`src/rtl/btle_rx_pdu_dewhiten_pkg.sv`:
```
// Shared constants and helpers for the BTLE receive PDU engine.
package btle_rx_pdu_dewhiten_pkg;

    localparam logic [23:0] CRC_POLY_MASK  = 24'h00065B;
    localparam logic [23:0] ADV_CRC_PRESET = 24'h555555;
    localparam int          HDR_BITS       = 16;
    localparam int          CRC_BITS       = 24;
    localparam int          WHITEN_W       = 7;

    // x^7+x^4+1 whitening LFSR, one step: w0<-w6, w4<-w3^w6, others shift up.
    function automatic logic [WHITEN_W-1:0] whiten_step(input logic [WHITEN_W-1:0] w);
        whiten_step = {w[5], w[4], w[3] ^ w[6], w[2], w[1], w[0], w[6]};
    endfunction

endpackage

```
`src/rtl/btle_rx_pdu_dewhiten_crc24_core.sv`:
```
// Bit-serial CRC register: load preset, shift one bit per update, hold while frozen.
module crc24_core #(
    parameter int          WIDTH = 24,
    parameter logic [WIDTH-1:0] POLY = 24'h00065B
) (
    input  logic             clk,
    input  logic             rst_n,
    input  logic             load,
    input  logic [WIDTH-1:0] init,
    input  logic             update_en,
    input  logic             freeze,
    input  logic             din,
    output logic [WIDTH-1:0] crc
);

    logic fb;

    assign fb = din ^ crc[WIDTH-1];

    always_ff @(posedge clk or negedge rst_n) begin
        if (!rst_n) begin
            crc <= '0;
        end else if (load) begin
            crc <= init;
        end else if (update_en && !freeze) begin
            crc <= {crc[WIDTH-2:0], 1'b0} ^ (fb ? POLY : '0);
        end
    end

endmodule

```
`src/rtl/btle_rx_pdu_dewhiten.sv`:
```
// BTLE RX link-layer PDU engine: de-whiten, parse header length, pack octets, check CRC.
module btle_rx_pdu_dewhiten
    import btle_rx_pdu_dewhiten_pkg::*;
#(
    parameter int CHANNEL_NUMBER_BIT_WIDTH = 6,
    parameter int CRC_STATE_BIT_WIDTH      = 24
) (
    input  logic                                clk,
    input  logic                                rst_n,
    input  logic [CHANNEL_NUMBER_BIT_WIDTH-1:0] channel_number,
    input  logic [CRC_STATE_BIT_WIDTH-1:0]      crc_state_init,
    input  logic                                start,
    input  logic                                bit_in,
    input  logic                                bit_in_valid,
    output logic                                bit_out,
    output logic                                bit_out_valid,
    output logic [7:0]                          octet_out,
    output logic                                octet_out_valid,
    output logic [7:0]                          payload_length,
    output logic                                payload_length_valid,
    output logic                                crc_ok,
    output logic                                packet_done,
    output logic                                busy
);

    typedef enum logic [1:0] {IDLE, HEADER, PAYLOAD, CRC} state_t;

    state_t                         state_q, state_d;
    logic [WHITEN_W-1:0]            w_q, w_seed;
    logic [10:0]                    bit_cnt_q;
    logic [7:0]                     octet_sr_q, octet_sr_d;
    logic                           match_q;
    logic                           accept, d;
    logic                           hdr_last, pay_last, crc_last, crc_bit_ok, octet_last;
    logic [CRC_STATE_BIT_WIDTH-1:0] crc;

    // Channel index goes in bit-reversed: channel bit 5 lands in w[1], bit 0 in w[6].
    always_comb begin
        w_seed    = '0;
        w_seed[0] = 1'b1;
        for (int i = 0; i < 6; i++) begin
            w_seed[i+1] = channel_number[5-i];
        end
    end

    assign accept     = bit_in_valid && !start && (state_q != IDLE);
    assign d          = bit_in ^ w_q[6];
    assign octet_sr_d = {d, octet_sr_q[7:1]};

    assign hdr_last   = (state_q == HEADER)  && (bit_cnt_q == 11'(HDR_BITS - 1));
    assign pay_last   = (state_q == PAYLOAD) && (bit_cnt_q == ({payload_length, 3'b000} - 11'd1));
    assign crc_last   = (state_q == CRC)     && (bit_cnt_q == 11'(CRC_BITS - 1));
    assign octet_last = ((state_q == HEADER) || (state_q == PAYLOAD)) && (bit_cnt_q[2:0] == 3'd7);
    // The CRC register is frozen during the trailer, so index it MSB-first by bit count.
    assign crc_bit_ok = (d == crc[5'(CRC_BITS - 1) - bit_cnt_q[4:0]]);

    assign busy = (state_q != IDLE);

    always_comb begin
        state_d = state_q;
        if (start) begin
            state_d = HEADER;
        end else if (accept) begin
            case (state_q)
                HEADER:  if (hdr_last) state_d = (octet_sr_d != 8'd0) ? PAYLOAD : CRC;
                PAYLOAD: if (pay_last) state_d = CRC;
                CRC:     if (crc_last) state_d = IDLE;
                default: state_d = IDLE;
            endcase
        end
    end

    always_ff @(posedge clk or negedge rst_n) begin
        if (!rst_n) begin
            state_q <= IDLE;
        end else begin
            state_q <= state_d;
        end
    end

    always_ff @(posedge clk or negedge rst_n) begin
        if (!rst_n) begin
            w_q                  <= 7'b0000001;
            bit_cnt_q            <= '0;
            octet_sr_q           <= '0;
            match_q              <= 1'b0;
            bit_out              <= 1'b0;
            bit_out_valid        <= 1'b0;
            octet_out            <= '0;
            octet_out_valid      <= 1'b0;
            payload_length       <= '0;
            payload_length_valid <= 1'b0;
            crc_ok               <= 1'b0;
            packet_done          <= 1'b0;
        end else begin
            bit_out_valid   <= accept;
            octet_out_valid <= accept && octet_last;
            packet_done     <= accept && crc_last;
            if (accept) begin
                bit_out <= d;
            end
            if (accept && octet_last) begin
                octet_out <= octet_sr_d;
            end

            if (start) begin
                w_q                  <= w_seed;
                bit_cnt_q            <= '0;
                payload_length_valid <= 1'b0;
                crc_ok               <= 1'b0;
                match_q              <= 1'b1;
            end else if (accept) begin
                w_q        <= whiten_step(w_q);
                octet_sr_q <= octet_sr_d;
                bit_cnt_q  <= (state_d != state_q) ? 11'd0 : bit_cnt_q + 11'd1;
                if (hdr_last) begin
                    payload_length       <= octet_sr_d;
                    payload_length_valid <= 1'b1;
                end
                if (state_q == CRC) begin
                    match_q <= match_q && crc_bit_ok;
                    if (crc_last) begin
                        crc_ok <= match_q && crc_bit_ok;
                    end
                end
            end
        end
    end

    crc24_core #(
        .WIDTH (CRC_STATE_BIT_WIDTH),
        .POLY  (CRC_STATE_BIT_WIDTH'(CRC_POLY_MASK))
    ) u_crc (
        .clk       (clk),
        .rst_n     (rst_n),
        .load      (start),
        .init      (crc_state_init),
        .update_en (accept && ((state_q == HEADER) || (state_q == PAYLOAD))),
        .freeze    (state_q == CRC),
        .din       (d),
        .crc       (crc)
    );

endmodule

```
`config.mk`:
```
export PLATFORM = sky130hd
export DESIGN_NAME = btle_rx_pdu_dewhiten
export DESIGN_NICKNAME = d
export VERILOG_FILES = /design/src/rtl/btle_rx_pdu_dewhiten_pkg.sv /design/src/rtl/btle_rx_pdu_dewhiten_crc24_core.sv /design/src/rtl/btle_rx_pdu_dewhiten.sv
export SDC_FILE = /design/constraint.sdc
export NUM_CORES = 1
export LEC_CHECK = 0
export ABC_AREA = 1
export CORE_MARGIN = 3
export CORE_UTILIZATION = 50
export DETAILED_ROUTE_END_ITERATION = 12
export HOLD_SLACK_MARGIN = 0.03
export PLACE_DENSITY = 0.74
export SLEW_MARGIN = 10
export SYNTH_ARGS = -nofsm -noshare
export SYNTH_HDL_FRONTEND = slang
export SYNTH_SLANG_ARGS = --single-unit
```
`constraint.sdc`:
```
create_clock -name clk -period 2.18 [get_ports clk]
set_input_delay 0.654 -clock clk [delete_from_list [all_inputs] [get_ports clk]]
set_output_delay 0.654 -clock clk [all_outputs]
set_load 0.05 [all_outputs]
```
## After elaboration in Yosys (flattened, before gate mapping)

Cells that the tools add are included.

- Add/subtract/negate cells: 3
- Magnitude comparators: 1
- Equality and inequality tests: 9
- Mux-type cells: 27
- Bitwise gates (word level): 5
- Reduce and logical (&&, ||, !) cells: 26

Operators by type and width:

| cell | count |
|---|---|
| 24-bit 2-to-1 mux | 2 |
| 11-bit 2-to-1 mux | 4 |
| 24-bit bitwise XOR | 1 |
| 7-bit 2-to-1 mux | 2 |
| 1-bit 2-to-1 mux | 12 |
| 2-bit nonzero test | 6 |
| 11-bit by 1-bit adder with 11-bit output, second input constant | 1 |
| 11-bit equality test | 1 |
| 11-bit by 4-bit equality test with 1-bit output, second input constant | 1 |
| 11-bit by 5-bit equality test with 1-bit output, second input constant | 1 |
| 1-bit logical AND | 11 |
| 11-bit by 1-bit subtractor with 11-bit output, second input constant | 1 |
| 2-bit 2-to-1 mux | 5 |
| 8-bit nonzero test | 1 |
| 5-bit by 6-bit < comparator with 1-bit output, second input constant | 1 |
| 2-bit one-hot mux with 3 select lines | 1 |
| 2-bit AND reduction | 3 |
| 3-bit AND reduction | 2 |
| 1-bit binary-select mux with 5-bit select | 1 |
| 5-bit subtractor, first input constant | 1 |
| 2-bit equality test, second input constant | 2 |
| 3-bit equality test, second input constant | 1 |
| 1-bit bitwise XOR | 3 |
| 2-bit by 1-bit equality test with 1-bit output, second input constant | 1 |
| other kinds (5) | 6 |

- Register bits: 75
- Word-level logic and storage cells: 85

## Longest topological paths before layout

- Depth after elaboration: 11
- Mapped depth: 17

## By module

From an unflattened synthesis, not the netlist that was laid out.

- Cell total of the unflattened synthesis: 568
- Area total of the unflattened synthesis: 4279.1 um^2

Modules (own cells, without submodules):

| module | times used | cells an instance | area each (um^2) | seq. area each (um^2) |
|---|---|---|---|---|
| btle_rx_pdu_dewhiten | 1 | 405 | 3030.4 | 1252.5 |
| crc24_core | 1 | 163 | 1248.7 | 600.6 |

## Least setup slack after synthesis

OpenSTA, ideal clock, no wires.

- Path kind: reg-to-reg
- Start: register state_q[0]
- End: register u_crc.crc[10]
- Setup time: 0.133 ns
- Arrival: 2.161 ns
- Data required time: 2.047 ns
- Path slack: -0.114 ns
- Stages on the path, launching flop included: 12
- Period minus slack after synthesis: 2.294 ns
- Cells stage by stage: dfrtp_1 -> inv_1 -> ha_1 -> inv_1 -> nand2_1 -> inv_1 -> a31oi_2 -> inv_1 -> clkbuf_1 -> o21ai_0 -> a21oi_1 -> a21oi_1

- Cells in the longest elaborated chain, start to end: 5
- Elaborated cells between the ends (all ways): 10

RTL lines:

| what | RTL line | text |
|---|---|---|
| from (decl) | btle_rx_pdu_dewhiten.sv:28 | `state_t state_q, state_d;` |
| from (signal assigned) | btle_rx_pdu_dewhiten.sv:77 | `state_q <= state_d;` |
| 2-bit nonzero test | - |  |
| named net busy | btle_rx_pdu_dewhiten.sv:23 | `output logic busy` |
| 1-bit logical AND | btle_rx_pdu_dewhiten.sv:46 | `assign accept = bit_in_valid && !start && (state_q != IDLE);` |
| 1-bit logical AND | btle_rx_pdu_dewhiten.sv:138 | `.update_en (accept && ((state_q == HEADER) \|\| (state_q == PAYLOAD))),` |
| 1-bit logical AND | btle_rx_pdu_dewhiten_crc24_core.sv:25 | `end else if (update_en && !freeze) begin` |
| 2-bit nonzero test (no line) | - |  |
| to (signal assigned) | btle_rx_pdu_dewhiten_crc24_core.sv:24 | `crc <= init;` |
| to (signal assigned) | btle_rx_pdu_dewhiten_crc24_core.sv:26 | `crc <= {crc[WIDTH-2:0], 1'b0} ^ (fb ? POLY : '0);` |
| to (decl) | btle_rx_pdu_dewhiten_crc24_core.sv:13 | `output logic [WIDTH-1:0] crc` |

The timed path passes the listed nets, and every way through them passes these cells.
A chain may end at the register's enable or synchronous reset.

## Worst setup path in the final report

- Start: register bit_out_valid
- End: output port bit_out_valid

RTL lines:

| what | RTL line | text |
|---|---|---|
| from (decl) | btle_rx_pdu_dewhiten.sv:16 | `output logic bit_out_valid,` |
| from (signal assigned) | btle_rx_pdu_dewhiten.sv:96 | `bit_out_valid <= accept;` |

No word-level cell between the ends.

==> summary.md <==
| Metric | Value |
|---|---|
| Post-route minimum period | `2.143 ns` |
| Final Hold Fails | `0` |
| Placed inst area | `5000 um^2` |
| Comb pwr share | `17.5%` |
| Hold Path Class | `primary input to asynchronous set/reset pin` |
| YS warnings | `0` |
| Mux cell area share after synthesis | `0.2392%` |
| First-pass DRT Iterations | `5` |
| Synthesized area | `4185 um^2` |
| R2R Path End | `bit_cnt_q[0]$_DFFE_PN0P_` |
| Largest family of logic cells by synthesized area | `simple AND/OR/NAND/NOR gates` |
| Unique masters post-synth | `32` |
| Die height | `97.49 um` |
| Vias per cell | `5.356` |
| Final WS setup | `0.03746 ns` |
| Met2 wire length | `5.008 mm` |
| Unrepaired setup endpoints after global routing | `yes` |
| Seq cells post-synth | `74` |
| Storage cell area | `1859 um^2` |
| Final setup fails | `0` |
| Top-area cell type share of the netlist area | `43.65%` |
| Cell taking the most area after synthesis | `dfrtp_1` |
| Root Driver | `clkbuf_8` |
| Total die area | `9504 um^2` |
| Simple-gate share of the synthesized area | `24.66%` |
| Max Cap Viol | `0` |
| Clock Skew | `0.01129 ns` |
| Core area | `7928 um^2` |
| Largest net degree at the start of global routing | `34` |
| Crit Reg-Reg Startpoint | `state_q[0]$_DFF_PN0_` |
| Vias in the first global route | `3,633` |
| Post-synth top flop | `dfrtp_1` |
| Critical path endpoint category | `output pin` |
| Clock power frac | `35.0%` |
| Initial Utilization | `52.79%` |
| CP Max Fanout | `1` |
| CP startpoint kind | `flip-flop` |
| Row count | `32` |
| Initial antenna violation count | `0` |
| Most frequent cell after synthesis | `nand2_1` |
| Worst slack, placed | `-0.2145 ns` |
| ANT nets after route | `0` |
| Fillers | `653` |
| Crit-path leading delay family | `buffers and inverters` |
| Layout cells sized above 1 | `18.99%` |
| Pint | `2.290 mW` |
| R2r worst-path depth | `16` |
| Arr. time, crit path | `1.49 ns` |
| Fmax | `466.7 MHz` |
| Status | `complete, no violations` |
| Drc violations | `0` |
| Tcrit/Tclk final | `98.28%` |
| Seq/Total Area, Yosys | `44.28%` |
| Compound-cell area share of the yosys netlist | `17.07%` |
| Total power after layout | `3.251 mW` |
| CTS Buf Count | `9` |
| WL final | `10.60 mm` |
| Post-layout instance area | `5420 um^2` |
| Input/output buffers | `57` |
| Nets | `670` |
| H-tree depth | `3` |
| Switch Pwr | `961.8 uW` |
| Skew-Pair Late Insertion Delay | `0.35 ns` |
| Multi-input combinational cell area | `2039 um^2` |
| Synthesis-to-finish area growth | `29.51%` |
| Post-Synth XOR/XNOR Area | `1.674%` |
| First-pass GRT wire length | `17.55 mm` |
| Crit path required time | `1.53 ns` |
| Grt total ovfl | `0` |
| Sw Share | `29.58%` |
| Mapped Avg Cell Area | `7.665 um^2` |
| Worst-path clk slew | `0.09 ns` |
| Static leakage | `2.648 nW` |
| Flop2flop setup slack | `0.07 ns` |
| Setup CP Type | `flip-flop to output pin` |
| Post-synth top cells | `nand2_1, dfrtp_1, inv_1, o21ai_0, a21oi_1` |
| I/O Pins | `58` |
| Pins Over Slew Limit | `0` |
| DP Wirelength | `7.418 mm` |
| Relative slew slack | `65.98%` |
| Routed via count | `3,931` |
| CP cell instances | `clkdlybuf4s50_1` |
| Worst path slowest cell | `clkdlybuf4s50_1` |
| Max layer used | `met4` |
| Pwr per Cell Area | `599.8 nW/um^2` |
| CP Buf/Inv Count | `1` |
| CTS max path bufs | `2` |
| Met3 WL | `558 um` |
| # clock sinks | `74` |
| Sequential share of power | `47.5%` |
| Synth Area in Adders | `2.392%` |
| GPL Wtd Cong | `0.8454` |
| Post-CTS Hold Buffers | `0` |
| Top post-synthesis cells by area | `dfrtp_1, nand2_1, o21ai_0, inv_1, a21oi_1` |
| Final Core Density | `68.37%` |
| IR drop worst, VDD | `0.4137 mV` |
| GRT Overall Usage | `22.64%` |
| FFs w/ async S/R, synth | `100.0%` |
| Wire length per cell | `14.44 um` |
| EDFF count, synth | `0` |
| Syn Nets | `589` |
| N_diodes | `0` |
| Syn Inst Count | `546` |
| Die X-Extent | `97.49 um` |
| 1st-iter DRT viols | `285` |
| Critical Path Max Stage Delay | `0.80 ns` |
| Worst-Margin Slew | `0.5102 ns` |
| Setup TNS | `0 ns` |
| CTS tree | `built` |
| Met1 Wirelength | `4.821 mm` |
## metal layers
metal	vias to the layer above	GRT usage (%)
met5	-	0
met4	0	7.881
met3	17	3.374
met2	133	35.64
met1	1844	31.96
li1	1937	-
## layout by cell type, fill, tap and decap left out, types with 3 or more instances in the layout
cell / count
a22oi_1: 3
nand4_1: 6
nand2_4: 3
nand3_2: 13
o211ai_1: 19
dlygate4sd2_1: 7
dfrtp_2: 5
ha_1: 3
buf_6: 3
ha_4: 3
inv_1: 66
buf_4: 37
a21oi_1: 29
nor2_1: 25
xor2_1: 5
dlymetal6s2s_1: 6
clkbuf_8: 10
buf_12: 4
nand2_1: 134
clkinv_4: 3
nor3_1: 7
nand3_1: 20
nand2_2: 10
clkinvlp_4: 4
nor2_4: 3
o21ai_0: 72
inv_2: 5
clkdlybuf4s50_1: 34
dfrtp_1: 68
## worst max path at each step
stage	startpoint	depth (start not counted)	to	slack (ns)
global placement	bit_in	10	u_crc.crc[3]$_DFFE_PN0P_	-0.13
CTS	octet_out[0]$_DFFE_PN0P_	1	octet_out[0]	0.008
global route	bit_cnt_q[0]$_DFFE_PN0P_	12	bit_cnt_q[2]$_DFFE_PN0P_	-0.08
detailed placement	bit_in	11	bit_cnt_q[0]$_DFFE_PN0P_	-0.21
finish	bit_out_valid$_DFF_PN0_	1	bit_out_valid	0.04
floorplan	state_q[0]$_DFF_PN0_	11	u_crc.crc[10]$_DFFE_PN0P_	0.02
## power groups by stage
| stage | Combinational (mW) | Clock [mW] | Sequential, mW |
|---|---|---|---|
| after CTS | 0.553 | 1.16 | 1.54 |
| final | 0.568 | 1.14 | 1.54 |
| after detailed placement | 0.552 | 0 | 1.57 |
| after floorplan | 0.304 | 0 | 1.57 |
| after global placement | 0.542 | 0 | 1.56 |
| after global routing | 0.653 | 1.22 | 1.56 |
## final cells by class
type                    instances  share of cell area, %
multi-input cells             373                  37.63
repair buffers                 92                  16.11
well taps                     102                  2.355
flip-flops and latches         74                  34.30
inverters                      75                  5.471
repair inverters                2                 0.2539
clock inverters                 6                  1.339
clock buffers                  10                  2.539
## through the flow
stage | hold WS [ns] | std cells
after floorplan | 0.3584 | 546
after global placement | 0.4608 | 709
after detailed placement | 0.4699 | 709
after CTS | 0.2593 | 725
after global routing | 0.2795 | 734
final | 0.2520 | 734
## cell families (layout without fill, tap and decap cells)
kind of cell	count (synthesis)	after routing
AOI/OAI and AO/OA	128	128
xor gates and xnor gates	8	8
adders and majority gates	8	8
buffers and inverters	99	185
DFF	74	74
muxes	1	1
and+or+nand+nor	228	228
## registers in the layout, indices dropped and copies added (netlist names)
signal,flops
bit_out,1
match_q,1
octet_out,8
state_q,2
octet_sr_q,7
packet_done,1
crc_ok,1
payload_length_valid,1
bit_cnt_q,11
bit_out_valid,1
payload_length,8
u_crc.crc,24
w_q,7
octet_out_valid,1
## worst reg2reg max path, cell delays in order, from the launching register on
cell        delay [ns]
dfrtp_2           0.48
inv_4             0.12
ha_2              0.20
clkinvlp_4        0.14
nand2_4           0.11
nor2_4            0.06
buf_4             0.14
nand2_4           0.06
nand2_2           0.05
inv_2             0.07
nand2_4           0.06
nand2_2           0.06
nand2_1           0.06
nand2_2           0.14
clkinv_4          0.11
nand3_1           0.08
nand2_1           0.05
## what timing repair did
item                       in CTS  in global routing
setup buffers                   0                  6
resized for setup               8                 48
setup endpoints to repair       8                 21
gates cloned                    0                  3
pin swaps                       0                 11
Power figures use the tool's default switching activity.
==> RTL edit, RTL diff (same flow settings) <==
`CHANNEL_NUMBER_BIT_WIDTH`: 6 -> 3.
--- a/src/rtl/btle_rx_pdu_dewhiten.sv
+++ b/src/rtl/btle_rx_pdu_dewhiten.sv
@@ -2,7 +2,7 @@
 module btle_rx_pdu_dewhiten
     import btle_rx_pdu_dewhiten_pkg::*;
 #(
-    parameter int CHANNEL_NUMBER_BIT_WIDTH = 6,
+    parameter int CHANNEL_NUMBER_BIT_WIDTH = 3,
     parameter int CRC_STATE_BIT_WIDTH      = 24
 ) (
     input  logic                                clk,
Ports: changed (resized channel_number); port bits go from 58 to 55. The function was not compared with the original's and may differ.
==> RTL edit against the unedited design <==
Die area rose by 1.2%. Worst setup slack better by 0.0072 ns. Sequential share of layout area up 1.2 points. Sequential cell count stayed put. Critical path type unchanged. Maximum frequency is 0.34% higher. Hold slack improved by 0.032 ns. Total power shrank 2.0%. Area after synthesis increased by 1.2%. Clock power fell by 12%. Cell area down 3.6%. Routed wire length is 0.52% lower. Utilization shrank 2.8 points. Clock skew rose by 0.0029 ns.
==> RTL edit: results (changes against the unedited design) <==
- Hpwl dp: 7770 um (was 7420 um)
- Worst reg2reg path startpoint: state_q[0]$_DFF_PN0_ (unchanged)
- M1 WL: 4820 um (about the same)
- Total GRT Usage: 0.223 (was 0.226)
- Met2 usage: 0.353 (was 0.356)
- Fin nets: 660 (was 670)
- Relative slew slack: 0.615 (was 0.660)
- Root buffer cell: clkbuf_8 (unchanged)
- Static power due to leakage: 2.49 nW (was 2.65 nW)
- Worst R2R Path Depth: 12 (was 16)
- Signal buffers: 85 (was 92)
- WHS: 0.284 ns (was 0.252 ns)
- Xor and xnor area share after synthesis: 0.0103 (was 0.0167)
- Post-Syn Nets: 590 (was 589)
- Die Wd: 98.1 um (was 97.5 um)
- WL met2: 5060 um (was 5010 um)
- Avg WL per Cell: 14.5 um (was 14.4 um)
- Post-synthesis mux area share: 0 (was 0.00239)
- FFs & Latches: 74 (unchanged)
- CP arrival: 1.48 ns
- Number of library cell types mapped by synthesis: 35 (was 32)
- Vias/cell: 5.38 (was 5.36)
- R2R setup slack: 0.13 ns (was 0.07 ns)
- Register area share after synthesis: 0.437 (was 0.443)
- Pre-CTS setup slack: -0.206 ns (was -0.215 ns)
- Non-filler instance count after layout: 727 (was 734)
- Met3 wire length: 457 um (was 558 um)
- Vias in the first global route: 3717 (was 3633)
- GR Util met1: 0.307 (was 0.320)
- Worst R2R End: u_crc.crc[10]$_DFFE_PN0P_ (was bit_cnt_q[0]$_DFFE_PN0P_)
- Peak supply drop: 0.392 mV (was 0.414 mV)
- Placed instance area: 5020 um2 (was 5000 um2)
- GPL Wtd Cong: 0.934 (was 0.845)
- Met3 Resource Use GR: 0.0364 (was 0.0337)
- Share of layout cells above drive strength 1: 0.178 (was 0.190)
- Top cells by area, synth: dfrtp_1 (43%), nand2_1 (12%), o21ai_0 (7.7%), inv_1 (6.6%), o211ai_1 (5.3%) (was dfrtp_1 (44%), nand2_1 (13%), o21ai_0 (8.6%), inv_1 (6.5%), a21oi_1 (3.5%))
- TritonRoute pass-1 iters: 4 (was 5)
- Drt initial violations: 183 (was 285)
- Longest Clk Path Bufs: 2 (unchanged)
- Fin crit period: 2.14 ns (about the same)
- Final Skew: 0.0142 ns (was 0.0113 ns)
- Synth Area in Adders: 0.0236 (was 0.0239)
- Critical path's top delay family: buffers and inverters (unchanged)
- Layout clock buffers: 9 (was 10)
- Synth Area in Compound Gates: 0.170 (was 0.171)
- Synth cell count leaders: nand2_1 (131), inv_1 (74), dfrtp_1 (73), o21ai_0 (65), o211ai_1 (30) (was nand2_1 (142), dfrtp_1 (73), inv_1 (72), o21ai_0 (72), a21oi_1 (29))
- Pin count of the biggest net entering global routing: 28 (was 34)
- Cells after Synth: 550 (was 546)
- First-pass GRT wire length: 17500 um (about the same)
- Seq/total area: 0.355 (was 0.343)
- PortBufs: 54 (was 57)
- Placed cells: 711 (was 709)
- Non-clock buffer share: 0.151 (was 0.161)
- Comb_multi_in: 373 (unchanged)
- Clk tree area frac: 0.0350 (was 0.0388)
- Status: finished clean (unchanged)
-- RTL edit: changes by cell type in the layout (fill, tap and decap cells not counted), moves of 5 or more --
| cell | delta |
|---|---|
| nand2_2 | +5 |
| buf_4 | +7 |
| dlygate4sd2_1 | -5 |
| o21ai_0 | -7 |
| o211ai_1 | +11 |
| a21oi_1 | -8 |
| dlymetal6s2s_1 | -5 |
| inv_1 | +6 |
-- RTL edit: cells by family (layout without fill, tap and decap cells) --
group / count (synthesis) / count (layout)
XOR/XNOR: 5 / 5
adder cells (fa/ha/maj): 8 / 8
AND/OR/NAND/NOR: 234 / 234
buffers and inverters: 103 / 178
flip-flops: 74 / 74
AO/OA/AOI/OAI: 126 / 126
-- RTL edit: where the power goes --
part           internal [mW]  switching [mW]  total, mW
combinational          0.245           0.374      0.619
sequential              1.50          0.0627       1.56
clock                  0.428           0.573       1.00
-- RTL edit: repair_timing --
action	4_1_cts	5_1_grt
setup endpoints to repair	2	24
resized for setup	2	8
pin swaps	0	0
hold buffers	0	0
gates cloned	0	0
